<file path="src/rtl/load_scoreboard_stall_unit_pkg.sv">
// load_scoreboard_stall_unit_pkg: instruction-type encoding and source-register usage shared by decode,
// forwarding and the load stall unit.
package load_scoreboard_stall_unit_pkg;

    typedef enum logic [2:0] {
        IT_RR_ALU   = 3'd0,
        IT_ALU_IMM  = 3'd1,
        IT_LOAD     = 3'd2,
        IT_STORE    = 3'd3,
        IT_BRANCH   = 3'd4,
        IT_PP_MOVE  = 3'd5,
        IT_PP_HMOVE = 3'd6,
        IT_PP_VMOVE = 3'd7
    } instr_t;

    typedef struct packed {
        logic uses_rs;
        logic uses_rt;
    } src_use_t;

    // Every type reads RS; only register-register ALU, store and branch also read RT.
    function automatic src_use_t src_use(input instr_t t);
        return '{uses_rs: 1'b1, uses_rt: (t == IT_RR_ALU || t == IT_STORE || t == IT_BRANCH)};
    endfunction

endpackage

</file>
<file path="src/rtl/load_scoreboard_stall_unit_if.sv">
// load_scoreboard_stall_unit_if: decode/execute hazard bus between the pipeline and the stall unit.
//   master: pipeline side, drives DEC/EX instruction info, receives enables/flushes and stall stats.
//   slave : stall unit side.
interface load_scoreboard_stall_unit_if #(
    parameter int REG_W = 5,
    parameter int CNT_W = 16
);
    logic [2:0]       decInstrType;
    logic [REG_W-1:0] decRS;
    logic [REG_W-1:0] decRT;
    logic [2:0]       exInstrType;
    logic [REG_W-1:0] exRegDest;
    logic             exValid;
    logic             exBranchTaken;
    logic             enPC;
    logic             enIfId;
    logic             rstIfId;
    logic             rstIdEx;
    logic [CNT_W-1:0] stallCount;
    logic             stallErr;

    modport master (
        output decInstrType, decRS, decRT, exInstrType, exRegDest, exValid, exBranchTaken,
        input  enPC, enIfId, rstIfId, rstIdEx, stallCount, stallErr
    );

    modport slave (
        input  decInstrType, decRS, decRT, exInstrType, exRegDest, exValid, exBranchTaken,
        output enPC, enIfId, rstIfId, rstIdEx, stallCount, stallErr
    );

endinterface

</file>
<file path="src/rtl/load_scoreboard_stall_unit_reg_scoreboard.sv">
// reg_scoreboard: per-register countdown of cycles until a loaded value is usable.
//   clk, rst          : clock, synchronous active-high clear
//   i_set, i_set_idx  : start a countdown of LOAD_LAT-1 on a register (wins over decrement)
//   i_rd_idx_a/b      : query ports
//   o_busy_a/b        : register still counting down
module reg_scoreboard #(
    parameter int NUM_REGS = 32,
    parameter int LOAD_LAT = 1,
    parameter int IDX_W    = $clog2(NUM_REGS)
) (
    input  logic             clk,
    input  logic             rst,
    input  logic             i_set,
    input  logic [IDX_W-1:0] i_set_idx,
    input  logic [IDX_W-1:0] i_rd_idx_a,
    input  logic [IDX_W-1:0] i_rd_idx_b,
    output logic             o_busy_a,
    output logic             o_busy_b
);
    localparam int CW = (LOAD_LAT > 1) ? $clog2(LOAD_LAT) : 1;
    localparam logic [CW-1:0] INIT = CW'(LOAD_LAT - 1);

    logic [CW-1:0] r_cnt [NUM_REGS];

    always_ff @(posedge clk) begin
        for (int i = 0; i < NUM_REGS; i++) begin
            if (rst)
                r_cnt[i] <= '0;
            else if (i_set && i_set_idx == IDX_W'(i))
                r_cnt[i] <= INIT;
            else if (r_cnt[i] != '0)
                r_cnt[i] <= r_cnt[i] - CW'(1);
        end
    end

    assign o_busy_a = r_cnt[i_rd_idx_a] != '0;
    assign o_busy_b = r_cnt[i_rd_idx_b] != '0;

endmodule

</file>
<file path="src/rtl/load_scoreboard_stall_unit.sv">
// load_scoreboard_stall_unit: load-use interlock for multi-cycle load latency, with branch flush priority,
// saturating stall counter and sticky watchdog.
//   clk, rst : clock, synchronous active-high reset (forces a full flush while held)
//   bus      : slave side of the hazard bus (DEC/EX info in; enPC, enIfId, rstIfId, rstIdEx,
//              stallCount, stallErr out)
module load_scoreboard_stall_unit
    import load_scoreboard_stall_unit_pkg::*;
#(
    parameter int REG_W    = 5,
    parameter int NUM_REGS = 32,
    parameter int LOAD_LAT = 1,
    parameter int ZERO_REG = 1,
    parameter int CNT_W    = 16
) (
    input  logic                           clk,
    input  logic                           rst,
    load_scoreboard_stall_unit_if.slave    bus
);
    // Run counter saturates one past LOAD_LAT, which is all the watchdog needs to see.
    localparam int RUN_W = $clog2(LOAD_LAT + 2);
    localparam logic [RUN_W-1:0] RUN_MAX = RUN_W'(LOAD_LAT + 1);

    logic             w_ex_load;
    logic             w_busy_rs;
    logic             w_busy_rt;
    logic             w_haz_rs;
    logic             w_haz_rt;
    logic             w_stall;
    logic             w_apply;
    src_use_t         w_use;
    logic [CNT_W-1:0] r_cnt;
    logic [RUN_W-1:0] r_run;
    logic             r_err;

    // A load writing r0 is never tracked when r0 is hardwired, so r0 can never look busy.
    assign w_ex_load = bus.exValid && instr_t'(bus.exInstrType) == IT_LOAD &&
                       !(ZERO_REG != 0 && bus.exRegDest == '0);

    reg_scoreboard #(
        .NUM_REGS (NUM_REGS),
        .LOAD_LAT (LOAD_LAT),
        .IDX_W    (REG_W)
    ) u_sb (
        .clk        (clk),
        .rst        (rst),
        .i_set      (w_ex_load),
        .i_set_idx  (bus.exRegDest),
        .i_rd_idx_a (bus.decRS),
        .i_rd_idx_b (bus.decRT),
        .o_busy_a   (w_busy_rs),
        .o_busy_b   (w_busy_rt)
    );

    // The load currently in EX is not in the scoreboard yet, so it is matched directly.
    assign w_haz_rs = (w_ex_load && bus.exRegDest == bus.decRS) || w_busy_rs;
    assign w_haz_rt = (w_ex_load && bus.exRegDest == bus.decRT) || w_busy_rt;
    assign w_use    = src_use(instr_t'(bus.decInstrType));
    assign w_stall  = (w_use.uses_rs && w_haz_rs) || (w_use.uses_rt && w_haz_rt);
    assign w_apply  = !rst && !bus.exBranchTaken && w_stall;

    assign bus.enPC       = !rst && !w_apply;
    assign bus.enIfId     = !rst && !w_apply;
    assign bus.rstIfId    = rst || bus.exBranchTaken;
    assign bus.rstIdEx    = rst || bus.exBranchTaken || w_stall;
    assign bus.stallCount = r_cnt;
    assign bus.stallErr   = r_err;

    always_ff @(posedge clk) begin
        if (rst) begin
            r_cnt <= '0;
            r_run <= '0;
            r_err <= 1'b0;
        end else begin
            if (w_apply && r_cnt != '1)
                r_cnt <= r_cnt + CNT_W'(1);
            r_run <= w_apply ? ((r_run == RUN_MAX) ? r_run : r_run + RUN_W'(1)) : '0;
            // This stall cycle makes the run longer than any single load can justify.
            if (w_apply && r_run >= RUN_W'(LOAD_LAT))
                r_err <= 1'b1;
        end
    end

endmodule

</file>
<file path="src/flat_wrapper.sv">
// flat-port wrapper written by rule: the top's interface ports become plain ports
module load_scoreboard_stall_unit_flat import load_scoreboard_stall_unit_pkg::*;
#(
    parameter int REG_W    = 5,
    parameter int NUM_REGS = 32,
    parameter int LOAD_LAT = 1,
    parameter int ZERO_REG = 1,
    parameter int CNT_W    = 16
)
  (clk, rst, bus_decInstrType, bus_decRS, bus_decRT, bus_exInstrType, bus_exRegDest, bus_exValid, bus_exBranchTaken, bus_enPC, bus_enIfId, bus_rstIfId, bus_rstIdEx, bus_stallCount, bus_stallErr);
  load_scoreboard_stall_unit_if #(.REG_W(REG_W), .CNT_W(CNT_W)) bus_i ();
  input  logic clk;
  input  logic rst;
  input wire logic [$bits(bus_i.decInstrType)-1:0] bus_decInstrType;
  input wire logic [$bits(bus_i.decRS)-1:0] bus_decRS;
  input wire logic [$bits(bus_i.decRT)-1:0] bus_decRT;
  input wire logic [$bits(bus_i.exInstrType)-1:0] bus_exInstrType;
  input wire logic [$bits(bus_i.exRegDest)-1:0] bus_exRegDest;
  input wire logic [$bits(bus_i.exValid)-1:0] bus_exValid;
  input wire logic [$bits(bus_i.exBranchTaken)-1:0] bus_exBranchTaken;
  output wire logic [$bits(bus_i.enPC)-1:0] bus_enPC;
  output wire logic [$bits(bus_i.enIfId)-1:0] bus_enIfId;
  output wire logic [$bits(bus_i.rstIfId)-1:0] bus_rstIfId;
  output wire logic [$bits(bus_i.rstIdEx)-1:0] bus_rstIdEx;
  output wire logic [$bits(bus_i.stallCount)-1:0] bus_stallCount;
  output wire logic [$bits(bus_i.stallErr)-1:0] bus_stallErr;
  assign bus_i.decInstrType = bus_decInstrType;
  assign bus_i.decRS = bus_decRS;
  assign bus_i.decRT = bus_decRT;
  assign bus_i.exInstrType = bus_exInstrType;
  assign bus_i.exRegDest = bus_exRegDest;
  assign bus_i.exValid = bus_exValid;
  assign bus_i.exBranchTaken = bus_exBranchTaken;
  assign bus_enPC = bus_i.enPC;
  assign bus_enIfId = bus_i.enIfId;
  assign bus_rstIfId = bus_i.rstIfId;
  assign bus_rstIdEx = bus_i.rstIdEx;
  assign bus_stallCount = bus_i.stallCount;
  assign bus_stallErr = bus_i.stallErr;
  load_scoreboard_stall_unit #(.REG_W(REG_W), .NUM_REGS(NUM_REGS), .LOAD_LAT(LOAD_LAT), .ZERO_REG(ZERO_REG), .CNT_W(CNT_W)) u_core (.clk(clk), .rst(rst), .bus(bus_i));
endmodule
</file>
<file path="config.mk">
export PLATFORM = sky130hd
export DESIGN_NAME = load_scoreboard_stall_unit_flat
export DESIGN_NICKNAME = d
export VERILOG_FILES = /design/src/rtl/load_scoreboard_stall_unit_pkg.sv /design/src/rtl/load_scoreboard_stall_unit_if.sv /design/src/rtl/load_scoreboard_stall_unit_reg_scoreboard.sv /design/src/rtl/load_scoreboard_stall_unit.sv /design/src/flat_wrapper.sv
export SDC_FILE = /design/constraint.sdc
export NUM_CORES = 1
export LEC_CHECK = 0
export BUFFER_PORTS_ARGS = -buffer_cell sky130_fd_sc_hd__buf_2
export CELL_PAD_IN_SITES_DETAIL_PLACEMENT = 0
export CELL_PAD_IN_SITES_GLOBAL_PLACEMENT = 1
export CORE_ASPECT_RATIO = 1.2
export CORE_UTILIZATION = 29
export DETAILED_ROUTE_END_ITERATION = 6
export PLACE_DENSITY = 0.68
export SETUP_SLACK_MARGIN = 0.5
export SYNTH_ARGS = -nofsm -noshare
export SYNTH_HDL_FRONTEND = slang
export SYNTH_SLANG_ARGS = --single-unit
</file>
<file path="constraint.sdc">
create_clock -name clk -period 2.2 [get_ports clk]
set_clock_uncertainty 0.15 [all_clocks]
set_input_delay 0.11 -clock clk [delete_from_list [all_inputs] [get_ports clk]]
set_output_delay 0.11 -clock clk [all_outputs]
set_load 0.02 [all_outputs]
</file>
# [Yosys cells after proc, flatten, opt, wreduce, memory -nomap -nowiden]
# Memory sizes are Yosys's and may differ from the RTL's.
# Index checks and enable logic that the tools add are counted.
[totals] reg_bits=19 ram_bits=32 out_inout_bits=21 wordCells=488 mem_count=1
[memory_table] name="u_core.u_sb.r_cnt" words=32 width=1 read_ports=34 rd_clocked_by_memory_dff=0 write_ports=32 line="load_scoreboard_stall_unit_reg_scoreboard.sv:23" text="logic [CW-1:0] r_cnt [NUM_REGS];"
[op_classes] add_sub_neg=34 n_lt_le_gt_ge=1 n_eq_ne=38 mux=290 bitwise_logic=65 reduce_logical=56
[op_table] op="1-bit 2-to-1 mux" n=290
[op_table] op="5-bit equality test, second input constant" n=16
[op_table] op="1-bit OR" n=64
[op_table] op="1-bit logical AND" n=42
[op_table] op="5-bit by 4-bit equality test with 1-bit output, second input constant" n=8
[op_table] op="1-bit subtractor, second input constant" n=32
[op_table] op="5-bit by 3-bit equality test with 1-bit output, second input constant" n=4
[op_table] op="16-bit by 1-bit adder with 16-bit output, second input constant" n=1
[op_table] op="16-bit inequality test, second input constant" n=1
[op_table] op="5-bit by 2-bit equality test with 1-bit output, second input constant" n=2
[op_table] op="5-bit equality test" n=2
[op_table] op="1-bit logical OR" n=7
[op_table] op="3-bit by 2-bit equality test with 1-bit output, second input constant" n=2
[op_table] op="5-bit by 1-bit equality test with 1-bit output, second input constant" n=1
[op_table] op="5-bit zero test" n=1
[op_table] op="1-bit zero test" n=4
[op_table] op="3-bit equality test, second input constant" n=1
[op_table] op="3-bit zero test" n=1
[op_table] op="2-bit by 1-bit adder with 2-bit output, second input constant" n=1
[op_table] op="2-bit equality test, second input constant" n=1
[op_table] op="2-bit by 1-bit greater-or-equal comparator with 1-bit output, second input constant" n=1
[op_table] op="2-bit OR reduction" n=1
[op_table] op="1-bit NOT" n=1

# [Depth between registers and ports, before layout]
[logic_depth] word_depth=10 mapped_depth=10

# [By module]
# From an unflattened synthesis, not the netlist that was laid out.
[hier_totals] cells_unflattened=322 area_unflattened_um2=3186.8
[by_module_without_submodules] module="reg_scoreboard" n_inst=1 cells_each=185 area_per_inst_um2=2025.7 seq_area_each_um2=960.9
[by_module_without_submodules] module="load_scoreboard_stall_unit" n_inst=1 cells_each=137 area_per_inst_um2=1161.1 seq_area_each_um2=380.4

# [Worst setup path after synthesis]
# No wires, ideal clock.
[synth_timing] path_type="register to register" from="register u_core.r_cnt[7], in the netlist u_core.bus.stallCount[7]" to="register u_core.r_cnt[1], in the netlist u_core.bus.stallCount[1]" arrival_time_ns=2.128 setup_slack_ns=-0.148 path_stages_with_launch=10 path_buffers=2 period_less_slack_ns=2.348 path_cell_list="dfxtp_1 -> and3_1 -> and3_1 -> nand3_1 -> nor2_1 -> and3_1 -> clkbuf_1 -> clkbuf_1 -> o21ai_0 -> a21oi_1"
[synth_between] elab_chain_len=2
[synth_rtl] element="start, declared" line="load_scoreboard_stall_unit.sv:31" text="logic [CNT_W-1:0] r_cnt;"
[synth_rtl] element="start signal, assigned" line="load_scoreboard_stall_unit.sv:75" text="r_cnt <= r_cnt + CNT_W'(1);"
[synth_rtl] element="16-bit inequality test" line="load_scoreboard_stall_unit.sv:74" text="if (w_apply && r_cnt != '1)"
[synth_rtl] element="1-bit logical AND" line="load_scoreboard_stall_unit.sv:74"
# No other way between the ends.
# A chain may end at the register's enable or synchronous reset.

==> reports/metrics.csv <==
metric,value,unit
result_of_the_run,finished with violations,
violations,setup timing,
critPathCaptureType,output pin,
critical_path.max_stage_delay,450,ps
grt_pass1_wl,13.63,mm
final_layout_size_suffix_gt1_share,39.32,%
holdCritPathClass,input pin to flip-flop,
critPathMaxFanout,2,
clock_sinks,51,
place.gp.congestion,0.8089,
vias_per_cell,5.191,
post_synth_instance_area,3062,um^2
detailedRoute.firstPassIterationCount,4,
cpMostUsedCell,sky130_fd_sc_hd__buf_6,
clk-insertion-delay-late,290,ps
synthesis.area_per_instance,10.71,um^2
htree_levels,2,
rsz0062_at_grt,true,
critical_path.cell_chain,buf_6 -> mux4_2 -> mux2i_1 -> o21bai_1 -> o221ai_2 -> buf_4 -> nand2_4 -> or2_4 -> buf_6,
slew-limit-headroom,64.81,%
synth.distinct_cells,47,
die_width,95.80,um
layout.cells.non_filler,538,
number_of_hold_slack_violations_in_the_final_timing_report,0,
timing.critical_path.arrival,2350,ps
post_synthesis_cell_type_with_the_largest_combined_area,sky130_fd_sc_hd__edfxtp_1,
number_of_nets_in_the_layout,439,
initial_utilization,30.14,%
grt.total_usage,16.25,%
die-height,114.6,um
yosys_reg_bits,51,
route.vias.total,2793,
first_global_vias,2794,
fmaxAchievable,382.6,MHz
clk_pin_slew,60,ps
synth_top_area_share,31.39,%
cpMaxStageDelayCell,sky130_fd_sc_hd__mux4_2,
critical_path_required,1940,ps
worstMarginPinSlew,527.8,ps
initialDrtViolationCount,95,
synth_warnings,0,
power.density_cell_area,587.3,nW/um^2
port_buffers,45,
rows,40,
final_cell_mix,"51 x sky130_fd_sc_hd__buf_4, 42 x sky130_fd_sc_hd__buf_2, 32 x sky130_fd_sc_hd__edfxtp_1, 32 x sky130_fd_sc_hd__conb_1, 25 x sky130_fd_sc_hd__nor2_1",
fillerInstances,984,
startpoint_types,flip-flop,
hpwl,5.921,mm
grt_antenna_before_repair,0,
synth.area.top_cells,"sky130_fd_sc_hd__edfxtp_1 31%, sky130_fd_sc_hd__dfxtp_1 12%, sky130_fd_sc_hd__mux4_2 5.9%",
path_delay_family,multiplexers,
final.setup.tns,-6059,ps
fp.coreArea,10160,um^2
place.detailed.instances,512,
fin_worst_setup_slack,-414.0,ps
peakVddDrop,0.0003202,V
postCtsHoldBufs,0,
grt_start_max_net_pins,47,
cap_violations,0,
routed_wl,8.556,mm
antenna_cells,0,
final_slew_viol_count,0,
most_common_cell_after_layout_fill_and_taps_aside,sky130_fd_sc_hd__buf_4,
flow.area_growth_from_synthesis,45.08,%
antenna_violating_nets_post_route,0,
setup_violations,22,
final.min_clock_period,2614,ps
ioPinCount,46,
cts_buffer_depth,2,
ys_seq_area_share,43.81,%
fin_crit_sh,118.8,%
cp_num_buf_inv,3,
wl_per_cell,15.90,um
tritoncts,done,
leakage_dissipation,1.798,nW
syn-instance-count,286,
numCtsBuffers,5,
root_buffer,sky130_fd_sc_hd__clkbuf_16,
floorplan.die_area,10970,um^2
globalRouteOverflowTotal,0,
criticalPathCategory,flip-flop to output pin,
number_of_drc_violations_after_detailed_routing,0,
-- routing by layer --
layer  global-route usage [%]  part of all wire, %  vias to the layer above
met5                        0                    0                        -
met4                    5.871                  1.6                        0
met3                    2.191                  4.7                       13
met2                    28.05                   51                       78
met1                    20.48                   43                     1361
li1                         -                    -                     1341
-- what timing repair did --
item                       4_1_cts  5_1_grt
setup endpoints to repair       22       22
gates cloned                     2        0
setup buffers                   11        5
pin swaps                       17       12
resized for setup               26       25
-- report_power, final --
group          internal, mW  total (mW)  switching [mW]
clock network         0.653        1.01           0.353
registers              1.07        1.10          0.0322
logic                 0.271       0.500           0.229
-- path summary, 6_finish.rpt --
kind | startpoint | endpoint | slack (ps) | cells after the start
setup / recovery | u_core.u_sb.r_cnt[5] | bus_rstIdEx | -410 | 9
hold / removal | bus_exBranchTaken | u_core.bus.stallCount[12] | 80 | 4
setup reg to reg | u_core.u_sb.r_cnt[5] | u_core.bus.stallCount[12] | -320 | 12
hold reg to reg | u_core.bus.stallErr | u_core.bus.stallErr | 320 | 1
-- cell type report --
class / count / area, um^2 / share of cell area (%)
Inverter: 6 / 22.52 / 0.5070
Tap cell: 126 / 157.7 / 3.549
Sequential cell: 51 / 1349 / 30.37
Multi-Input combinational cell: 240 / 1907 / 42.93
Clock buffer: 6 / 128.9 / 2.901
Clock inverter: 2 / 60.06 / 1.352
Timing Repair Buffer: 107 / 817.0 / 18.39
-- sequential cells by signal, indices dropped and copies added (netlist names) --
signal and count:
u_core.bus.stallCount 16, u_core.u_sb.r_cnt 32, u_core.bus.stallErr 1, u_core.r_run 2
-- worst min-delay path, stage by stage --
cell	delay, ps
sky130_fd_sc_hd__buf_2	90
sky130_fd_sc_hd__nor2_1	50
sky130_fd_sc_hd__a21oi_1	160
sky130_fd_sc_hd__nor2_1	60
-- synthesized netlist by cell type, drive strengths merged --
cell type / n
o21bai: 1
or3: 1
o311ai: 4
edfxtp: 32
conb: 1
a21o: 1
nor3: 2
a311o: 4
nor2b: 4
clkbuf: 13
mux2i: 10
a211o: 12
nor4: 1
o2bb2ai: 1
mux2: 1
inv: 6
nand2b: 3
a41o: 1
xnor2: 5
nand4: 2
o21ai: 19
o31ai: 9
o221ai: 1
or2: 5
nand2: 17
and2: 6
a21oi: 12
xor2: 4
o21a: 1
dfxtp: 19
o2111ai: 3
ha: 3
buf: 7
nor2: 27
o41ai: 4
or4: 9
nand3b: 1
o2111a: 1
and3: 5
mux4: 14
nand3: 9
nor4bb: 1
a22oi: 4
-- per-stage QoR --
stage | instance area [um^2] | hold slack, ps | utilization [%] | worst slack (ps) | total power [mW]
2_1_floorplan | 3224 | 210.7 | - | 39.46 | 1.354
3_3_place_gp | 3827 | 298.4 | 37.67 | -337.2 | 1.500
3_5_place_dp | 3827 | 298.4 | 37.67 | -357.7 | 1.507
4_1_cts | 4277 | 24.94 | 42.09 | -459.6 | 2.599
5_1_grt | 4442 | 152.7 | 43.72 | -499.6 | 2.711
6_report | 4442 | 75.25 | 43.72 | -414.0 | 2.609
-- logic make-up (layout without fill, tap and decap cells) --
group	Yosys count	after routing	share of synthesized area (%)
AO/OA/AOI/OAI	78	78	18.14
XOR/XNOR	9	9	2.574
adder cells (fa/ha/maj)	3	3	1.226
buffers and inverters	26	121	3.964
flip-flops	51	51	43.81
multiplexers	25	25	14.67
other	1	32	0.1225
AND/OR/NAND/NOR	93	93	15.49
No activity file was read; power rests on OpenSTA's default activity.
